`config.mk`:
```
export PLATFORM = sky130hd
export DESIGN_NAME = proc_multicycle
export DESIGN_NICKNAME = d
export VERILOG_FILES = /design/src/rtl/proc_multicycle.sv
export SDC_FILE = /design/constraint.sdc
export NUM_CORES = 1
export LEC_CHECK = 0
export ABC_AREA = 1
export CAP_MARGIN = 10
export CORE_ASPECT_RATIO = 2
export CORE_MARGIN = 2
export CORE_UTILIZATION = 50
export CTS_CLUSTER_SIZE = 14
export DETAILED_ROUTE_END_ITERATION = 10
export PLACE_DENSITY_LB_ADDON = 0.25
export REMOVE_ABC_BUFFERS = 1
export SYNTH_ARGS = -nofsm -noshare
export SYNTH_HDL_FRONTEND = slang
export SYNTH_SLANG_ARGS = --single-unit
```
`constraint.sdc`:
```
create_clock -name P_clock -period 5.6 [get_ports P_clock]
set_clock_uncertainty 0.2 [all_clocks]
set_input_delay 1.12 -clock P_clock [delete_from_list [all_inputs] [get_ports P_clock]]
set_output_delay 1.12 -clock P_clock [all_outputs]
set_load 0.005 [all_outputs]
```
`src/rtl/proc_multicycle.sv`:
```
// proc_multicycle: N-bit multicycle processor with R0..R7, accumulator A, result G, zero flag and a 4-state control FSM
//   P_clock, reset (async, active-high) | Run, DIN[N-1:0] in | Done, BusWires[N-1:0], R0_out, R1_out, Zflag out
module proc_multicycle #(
  parameter int N = 16
) (
  input  logic         P_clock,
  input  logic         reset,
  input  logic         Run,
  input  logic [N-1:0] DIN,
  output logic         Done,
  output logic [N-1:0] BusWires,
  output logic [N-1:0] R0_out,
  output logic [N-1:0] R1_out,
  output logic         Zflag
);
  typedef enum logic [1:0] {T0, T1, T2, T3} state_t;
  state_t state, next;
  logic [N-1:0] r [8];
  logic [N-1:0] a, g, res;
  logic [8:0] ir;
  logic [2:0] op, x, y;
  logic alu, rx_en, a_en, g_en;
  assign op = ir[8:6];
  assign x = ir[5:3];
  assign y = ir[2:0];
  assign alu = op == 3'd2 || op == 3'd3 || op == 3'd5;
  assign res = op == 3'd2 ? a + BusWires : op == 3'd3 ? a - BusWires : a & BusWires;
  assign R0_out = r[0];
  assign R1_out = r[1];
  always_comb begin
    next = state;
    Done = 1'b0;
    BusWires = '0;
    rx_en = 1'b0;
    a_en = 1'b0;
    g_en = 1'b0;
    case (state)
      T0: next = Run ? T1 : T0;
      T1: begin
        next = alu ? T2 : T0;
        Done = !alu;
        a_en = alu;
        // NOPs (11x) drive an idle bus
        BusWires = alu ? r[x] : op == 3'd1 ? DIN : op[2:1] == 2'b11 ? '0 : r[y];
        rx_en = op == 3'd0 || op == 3'd1 || (op == 3'd4 && !Zflag);
      end
      T2: begin
        next = T3;
        BusWires = r[y];
        g_en = 1'b1;
      end
      T3: begin
        next = T0;
        BusWires = g;
        rx_en = 1'b1;
        Done = 1'b1;
      end
      default: next = T0;
    endcase
  end
  always_ff @(posedge P_clock or posedge reset) begin
    if (reset) begin
      state <= T0;
      ir <= '0;
      a <= '0;
      g <= '0;
      Zflag <= 1'b1;
      for (int i = 0; i < 8; i++) r[i] <= '0;
    end else begin
      state <= next;
      if (state == T0 && Run) ir <= DIN[8:0];
      if (a_en) a <= BusWires;
      if (g_en) begin
        g <= res;
        Zflag <= res == '0;
      end
      if (rx_en) r[x] <= BusWires;
    end
  end
endmodule

```
# ---- Word-level counts from Yosys, hierarchy flattened
# Cells that the tools add are included.
dict set report totals {
  word_cells 64
  output_inout_bits 50
  inputBits 19
  reg_bits 172
}
dict set report op_classes {
  addsub 2
  n_bitwise 3
  eq_ne 9
  muxes 22
  order_cmp 3
  n_reduce_logical 12
}
# operator count
set op_table {}
lappend op_table {{two-way mux 16 bit} 10}
lappend op_table {{bitwise mux 128 bit} 1}
lappend op_table {{binary-select mux 16 bit (select 3 bit)} 2}
lappend op_table {{demux 16 bit (select 3 bit)} 1}
lappend op_table {{case mux 16 bit (3 select lines)} 1}
lappend op_table {{adder 16 bit} 1}
lappend op_table {{bitwise AND 16 bit} 1}
lappend op_table {{zero test 16 bit} 1}
lappend op_table {{subtractor 16 bit} 1}
lappend op_table {{>= comparator 4 bit (second input constant)} 2}
lappend op_table {{NOT 3 -> 4 bit} 2}
lappend op_table {{case mux 2 bit (4 select lines)} 1}
lappend op_table {{== test 2 bit (second input constant)} 3}
lappend op_table {{== test 3 x 2 -> 1 bit (second input constant)} 2}
lappend op_table {{== test 3 bit (second input constant)} 2}
lappend op_table {{logical OR 1 bit} 4}
lappend op_table {{< comparator 4 x 1 -> 1 bit (second input constant)} 1}
lappend op_table {{case mux 1 bit (2 select lines)} 2}
lappend op_table {{== test 3 x 1 -> 1 bit (second input constant)} 1}
lappend op_table {{logical AND 1 bit} 3}
lappend op_table {{zero test 3 bit} 1}
lappend op_table {{two-way mux 1 bit} 3}
lappend op_table {{== test 2 x 1 -> 1 bit (second input constant)} 1}
lappend op_table {{zero test 1 bit} 2}
lappend op_table {{2 further kinds} 2}

# ---- Logic depth before layout (Yosys ltp)
# Gate-level depths: netlist of the first run.
dict set report logic_depth {
  depth_word 12
  depth_mapped 30
}

# ---- Least setup slack after synthesis of the first run
# No wires, ideal clock.
dict set report synth_timing {
  kind {register to register}
  startpoint {register ir[8]}
  endpoint {register Zflag}
  synth_period_minus_slack_ns 3.410
  setup_slack_ns 2.190
  arrival_time_ns 3.149
  path_stages_with_launch 27
  setup_ns 0.061
  path_cell_list {dfrtp_1 -> inv_1 -> nand2_1 -> nand2_1 -> nor3_2 -> nand2_1 -> inv_1 -> buf_2 -> a22oi_1 -> nand3_1 -> ha_1 -> inv_1 -> fa_1 -> inv_1 -> nand2_1 -> nand2_1 -> and2_1 -> nand2_1 -> nand3_1 -> nand2_1 -> nand2_1 -> nor2_1 -> nor2_1 -> nand3_1 -> nor2_1 -> nand3_1 -> nand2_1}
}
dict set report synth_between {
  elab_chain_len 9
}
# item line_no
set synth_rtl {}
lappend synth_rtl {{start, declared} 20} ;# logic [8:0] ir;
lappend synth_rtl {{start signal, assigned} 71} ;# if (state == T0 && Run) ir <= DIN[8:0];
lappend synth_rtl {{== test 2 bit or == test 3 x 2 -> 1 bit (tied branches)} {44, 26}}
lappend synth_rtl {{two-way mux 16 bit or logical OR 1 bit (tied branches) (2 in series)} {44, 26}}
lappend synth_rtl {{two-way mux 16 bit *} 44} ;# BusWires = alu ? r[x] : op == 3'd1 ? DIN : op[2:1] == 2'b11 ? '0 : r[y];
lappend synth_rtl {{case mux 16 bit (3 select lines) *} 37} ;# case (state)
lappend synth_rtl {{net BusWires[0]} 11} ;# output logic [N-1:0] BusWires,
lappend synth_rtl {{subtractor 16 bit or bitwise AND 16 bit (tied branches)} 27} ;# assign res = op == 3'd2 ? a + BusWires : op == 3'd3 ? a - BusWires : a & BusWires;
lappend synth_rtl {{two-way mux 16 bit} 27}
lappend synth_rtl {{two-way mux 16 bit *} 27}
lappend synth_rtl {{zero test 16 bit *} 75} ;# Zflag <= res == '0;
lappend synth_rtl {{end signal, assigned} 67} ;# Zflag <= 1'b1;
lappend synth_rtl {{end signal, assigned} 75}
lappend synth_rtl {{end, declared} 14} ;# output logic Zflag
# Mark *: on every way through the listed nets, which the timed path passes. The rest lies on a longest branch.
# A chain may end at the register's enable or synchronous reset.

# ---- Worst setup path after layout of the first run
dict set report layout_timing {
  startpoint {register ir[3]}
  endpoint {register Zflag}
}
dict set report layout_between {
  elab_chain_len 10
}
# item line_no
set layout_rtl {}
lappend layout_rtl {{NOT 3 -> 4 bit (not written as such) *} 44}
lappend layout_rtl {{binary-select mux 16 bit (select 3 bit) *} 44}
lappend layout_rtl {{two-way mux 16 bit (not written as such) * (2 in series)} 44}
lappend layout_rtl {{two-way mux 16 bit *} 44}
lappend layout_rtl {{case mux 16 bit (3 select lines) *} 37}
lappend layout_rtl {{subtractor 16 bit or bitwise AND 16 bit (tied branches)} 27}
lappend layout_rtl {{two-way mux 16 bit} 27}
lappend layout_rtl {{two-way mux 16 bit *} 27}
lappend layout_rtl {{zero test 16 bit *} 75}
# Mark *: on every way between the ends. The rest lies on a longest branch, timed or not. The select of a mux whose other input is x is not followed.

==> metrics.md, run 1 <==
| Metric | Value |
|---|---|
| Top Ports | `69` |
| Share of cells above drive strength 1 | `0.07048` |
| Via density | `6.179` |
| Fillers | `2079` |
| Cell variety after synth | `42` |
| Count leader, synth | `nand2_1` |
| Avg Cell Area, Syn | `7.080 sq um` |
| Synth area leader | `dfrtp_1` |
| GR Overflow Total | `0` |
| Die Area | `0.02325 sq mm` |
| Critical path capture point type | `flip-flop` |
| Sink Count | `172` |
| Maximum fanout along the worst path | `7` |
| Area growth, synth to finish | `13.12%` |
| Antenna cells | `0` |
| Post-route DRC | `0` |
| Worst slew pin tran | `1.056 ns` |
| Fin. Hold Viols | `0` |
| Main area contributors after synthesis | `dfrtp_1 39%, nand2_1 14%, o21ai_0 8.2%` |
| Post_cts resized | `0` |
| Clk buf depth | `2` |
| Setup Fix Bufs, Post-CTS | `0` |
| Max Freq | `208.8 MHz` |
| CTS Buf Count | `17` |
| ANT nets after route | `0` |
| Post-DP HPWL | `30620 um` |
| Hold path endpoint | `g[9]` |
| H-tree depth | `4` |
| Asr flop ratio synth | `1.000` |
| Pin count of the biggest net entering global routing | `97` |
| Routed via count | `11510` |
| Fin. max-slew vios | `0` |
| Slowest CP cell | `dfrtp_1` |
| Seq/Total Area, Yosys | `0.3918` |
| Vias in the first global route | `11360` |
| Mapped cell area | `0.01099 sq mm` |
| Port Buf Inserts | `68` |
| Final WL | `42450 um` |
| Clk_lat worst skew | `0.45 ns` |
| Area of the multi-input gates | `0.005475 sq mm` |
| CP peak stage delay | `0.48 ns` |
| Wirelength per Cell | `22.80 um` |
| Reg-to-reg startpoint | `ir[3]` |
| Relative slew slack | `0.2950` |
| Hold wc startpoint | `g[9]` |
| Std cell rows | `76` |
| Maxcap violations | `0` |
| Storage element area | `0.004307 sq mm` |
| Top cells by count, synth | `404 x nand2_1, 179 x o21ai_0, 171 x dfrtp_1, 161 x inv_1, 130 x nor2_1` |
| # setup viols final | `0` |
| Primary FF master, synth | `dfrtp_1` |
| Post-synth top area share | `0.3894` |
| Final Critical Period | `4.789 ns` |
| Register bit total from synthesis | `172` |
| Critical path class | `flip-flop to flip-flop` |
| CP arrival | `4.97 ns` |
| Reg clk slew, reported paths | `0.07 ns` |
| Post-Syn Instances | `1552` |
| Critical path cell sequence | `inv_1 -> nand3_1 -> inv_1 -> nand2_1 -> o21ai_0 -> nor2_1 -> nand2_1 -> or3_1 -> o211ai_2 -> inv_1 -> ha_1 -> inv_1 -> nand2_1 -> nor2_1 -> nand3_1 -> nand3_1 -> nand2_1 -> inv_1 -> nor2_1 -> nor2_1 -> nand3_1 -> nor2_1 -> nand3_1 -> nand2_1` |
| HP Class | `flip-flop to flip-flop` |
| Cell depth of the worst min-delay path | `2` |
| Antenna violations before repair | `0` |
| Initial Util | `0.5090` |
| Hold WS | `0.2935 ns` |
| DRT iter0 DRCs | `1311` |
| Startpoint Class | `flip-flop` |
| Final period utilization | `0.8552` |
| Clock root cell | `clkbuf_16` |
| CTS tree | `yes` |
| Die width | `108.8 um` |
| Core area | `0.02159 sq mm` |
| Placer Congestion | `0.9758` |
| Post-CTS Hold Fix Bufs | `0` |
| Worst Reg2Reg Path Length in Cells | `24` |
| YS warnings | `0` |
| Die Y-Extent | `213.6 um` |
| RSZ-0062 raised after global routing | `no` |
| FF-to-FF End | `Zflag` |
| Tot GR Track Use | `0.3791` |
| First-pass GRT wire length | `64680 um` |
| Drt pass-1 iters | `9` |
| Worst reg2reg setup slack | `0.81 ns` |
| Nets | `1634` |
| Status | `completed` |
| Req. time, crit path | `5.78 ns` |
| Number of flops mapped to enable cells by yosys | `0` |
==> routing by layer <==
| metal | part of all wire | vias to the layer above | track usage |
|---|---|---|---|
| li1 | - | 5129 | - |
| met1 | 0.34 | 5417 | 0.4092 |
| met2 | 0.49 | 727 | 0.6468 |
| met3 | 0.081 | 232 | 0.06930 |
| met4 | 0.088 | 0 | 0.2878 |
| met5 | 0 | - | 0 |
==> placed cells by master, fill, tap and decap left out, types with 3 or more instances in the layout <==
cell type,Yosys,layout
clkinvlp_4,0,3
o2111ai_1,10,10
o21bai_1,4,4
buf_4,34,34
dfrtp_1,171,170
nor3_1,8,8
clkinv_4,0,4
o22ai_1,49,49
nand3_1,83,83
inv_1,161,160
nand4_1,12,12
nand2_2,3,3
a22oi_1,17,17
clkdlybuf4s50_1,0,68
o21ai_0,179,179
o211ai_2,9,9
ha_1,37,37
nand2_1,404,404
and2_1,3,3
a31oi_1,6,6
nand3b_1,3,3
inv_2,21,21
nor2_1,130,130
o21ai_1,32,32
xor2_1,3,3
clkbuf_16,0,17
a21oi_1,80,80
o211ai_1,6,6
bufinv_16,0,4
==> logic make-up (layout without fill, tap and decap cells) <==
family	after synthesis	count (layout)	synth area share
AND/OR/NAND/NOR	658	658	0.2457
AO/OA/AOI/OAI	397	397	0.2044
buffers and inverters	283	320	0.1099
flip-flops	172	172	0.3918
adder cells (fa/ha/maj)	39	39	0.04578
XOR/XNOR	3	3	0.002392
==> registers in the layout, indices dropped and copies added (netlist names), named ones only <==
signal  count
r          96
R0_out     16
R1_out     16
a          16
g          16
ir          9
Zflag       1
state       1
==> layout make-up <==
type,count,area share
clock inverters,13,0.01540
repair buffers,104,0.07852
clock buffers,19,0.03564
flip-flops and latches,172,0.3465
inverters,184,0.05597
multi-input cells,1097,0.4405
well taps,273,0.02748
==> through the flow <==
step,utilization,worst slack [ns],TNS (ns),cell area [sq um],std cells
after floorplan,-,-0.3785,-64.72,10470,1453
after global placement,0.5464,0.9601,0,11800,1830
after detailed placement,0.5464,1.023,0,11800,1830
after CTS,0.5758,1.013,0,12430,1862
after global routing,0.5758,0.6488,0,12430,1862
final,0.5758,0.8108,0,12430,1862
==> how the worst max path moves through the flow <==
stage                        to  slack [ns]    from
floorplan             R0_out[0]       -0.38   reset
global placement          Zflag        0.96  DIN[8]
detailed placement        Zflag        1.02  DIN[8]
CTS                 BusWires[3]        1.01   ir[3]
global route              Zflag        0.65   ir[3]
finish                    Zflag        0.81   ir[3]
==> worst max-delay path, delay by kind of cell (launching register included) <==
| family | cells | cell delay (ns) |
|---|---|---|
| compound gates | 2 | 0.23 |
| fa+ha+maj | 1 | 0.40 |
| buf+inv | 5 | 0.79 |
| flops | 1 | 0.48 |
| simple gates | 16 | 2.62 |
Power of run 1 is not shown: default switching activity piles up to over one toggle a cycle in this logic, so the estimate is an artifact.
==> run 2, diff against run 1 <==
--- a/config.mk
+++ b/config.mk
@@ -7,7 +7,7 @@
 export LEC_CHECK = 0
 export ABC_AREA = 1
 export CAP_MARGIN = 10
-export CORE_ASPECT_RATIO = 2
+export CORE_ASPECT_RATIO = 0.5
 export CORE_MARGIN = 2
 export CORE_UTILIZATION = 50
 export CTS_CLUSTER_SIZE = 14
==> metrics.md, run 2 (same netlist as run 1, synthesis figures left out) <==
| Metric | Value |
|---|---|
| Worst slew pin tran | `1.158 ns` |
| Largest register FFs | `96` |
| Routed via count | `11090` |
| Port Buf Inserts | `68` |
| Sink Count | `172` |
| DRT iter0 DRCs | `1516` |
| Critical path class | `flip-flop to primary output` |
| Largest Register | `r` |
| HP Class | `flip-flop to flip-flop` |
| CTS Buf Count | `17` |
| Fin. Hold Viols | `0` |
| Relative slew slack | `0.2253` |
| Met2 Use GR | `0.5056` |
| GR Layer Usage met3 | `0.1371` |
| Clock root cell | `clkbuf_16` |
| RSZ-0062 raised after global routing | `no` |
| CP top delay family | `buffers and inverters` |
| Maxcap violations | `0` |
| Status | `completed` |
| Cell depth of the worst min-delay path | `2` |
| Via density | `5.917` |
| Setup Fix Bufs, Post-CTS | `0` |
| CP arrival | `3.57 ns` |
| Wirelength per Cell | `21.35 um` |
| Worst Reg2Reg Path Length in Cells | `20` |
| Critical path cell sequence | `inv_1 -> nand2_1 -> nand2_1 -> nor3_2 -> nand2_1 -> inv_1 -> a22oi_1 -> o211ai_2 -> clkdlybuf4s50_1` |
| Post-layout instance area | `0.01232 sq mm` |
| Storage element area | `0.004307 sq mm` |
| Post-DP HPWL | `28470 um` |
| Post-CTS Hold Fix Bufs | `0` |
| Nets | `1619` |
| Area growth, synth to finish | `12.15%` |
| Antenna cells | `0` |
| Die Y-Extent | `108.8 um` |
| Drt pass-1 iters | `6` |
| Global-route met1 utilization | `0.4924` |
| Initial Util | `0.5079` |
| Req. time, crit path | `4.28 ns` |
| ANT nets after route | `0` |
| Most used cell, CP | `nand2_1` |
| Placed cell areas | `0.01170 sq mm` |
| Busiest grt layer | `met2` |
| Final period utilization | `0.8733` |
| CP Depth | `9` |
| Post_cts resized | `0` |
| Die width | `213.6 um` |
| Core area | `0.02163 sq mm` |
| CP peak stage delay | `0.64 ns` |
| Pin count of the biggest net entering global routing | `115` |
| Max Freq | `204.5 MHz` |
| Most frequent cells in the layout | `404 x nand2_1, 179 x o21ai_0, 170 x dfrtp_1` |
| First-pass GRT wire length | `60950 um` |
| # setup viols final | `0` |
| Area of the multi-input gates | `0.005475 sq mm` |
| Critical path capture point type | `primary output` |
| CTS tree | `yes` |
| Fillers | `2035` |
| Vias in the first global route | `10390` |
| H-tree depth | `4` |
| Post-route DRC | `0` |
| CP bufs+invs | `3` |
| Clk buf depth | `2` |
| Fin. max-slew vios | `0` |
| Reg clk slew, reported paths | `0.07 ns` |
| Final Critical Period | `4.891 ns` |
| GR Overflow Total | `0` |
| Final WL | `40020 um` |
| Startpoint Class | `flip-flop` |
| Most common cell after layout, fill and taps aside | `nand2_1` |
| Tot GR Track Use | `0.3549` |
| Die Area | `0.02325 sq mm` |
| Share of cells above drive strength 1 | `0.06226` |
| Maximum fanout along the worst path | `15` |
| Final setup TNS | `0 ns` |
| Top Ports | `69` |
| Clk_lat worst skew | `0.46 ns` |
| Slowest CP cell | `clkdlybuf4s50_1` |
| Placer Congestion | `0.9975` |
| Antenna violations before repair | `1` |
| Std cell rows | `38` |
==> run 2: cell count changes in the layout (fill, tap and decap cells not counted), moves of 2 or more <==
cell        delta
inv_8          +2
clkinv_8       +2
inv_6          +7
buf_4         -14
clkinvlp_4     -3
bufinv_16      -2
clkinv_4       -3
==> run 2: layout make-up <==
cell class | instances | share of cell area
timing repair buffer | 89 | 0.06904
tap | 300 | 0.03046
inverter | 184 | 0.05645
clock buffer | 17 | 0.03452
clock inverter | 15 | 0.01574
sequential | 172 | 0.3495
multi-input combinational | 1097 | 0.4443
==> run 2: routing by layer <==
metal / share of wire / vias up
met5: 0 / -
met4: 0.026 / 0
met3: 0.15 / 80
met2: 0.41 / 717
met1: 0.42 / 5191
li1: - / 5101
==> run 2: final timing paths <==
| check | start | endpoint | slack [ns] |
|---|---|---|---|
| setup / recovery | ir[8] | BusWires[7] | 0.71 |
| hold / removal | g[8] | g[8] | 0.30 |
| setup reg to reg | ir[8] | Zflag | 0.84 |
| hold reg to reg | g[8] | g[8] | 0.30 |
| max in group asynchronous | reset | ir[1] | 3.18 |
| min in group asynchronous | reset | R0_out[8] | 1.11 |
==> run 2: tightest hold or removal path: cells and delay by family (launching register included) <==
family / cells / cell delay [ns]
AO/OA/AOI/OAI: 1 / 0.06
AND/OR/NAND/NOR: 1 / 0.06
flip-flops: 1 / 0.35
==> run 2: stage by stage <==
step	setup WS (ns)	utilization	hold slack, ns	cells
6_report	0.7093	0.5696	0.2994	1874
5_1_grt	0.3970	0.5696	0.3249	1874
4_1_cts	0.7506	0.5696	0.2968	1874
3_5_place_dp	0.9991	0.5410	0.2794	1842
3_3_place_gp	1.016	0.5410	0.2764	1842
2_1_floorplan	-0.3785	-	0.2493	1453
Power of run 2 is left out for the same reason.
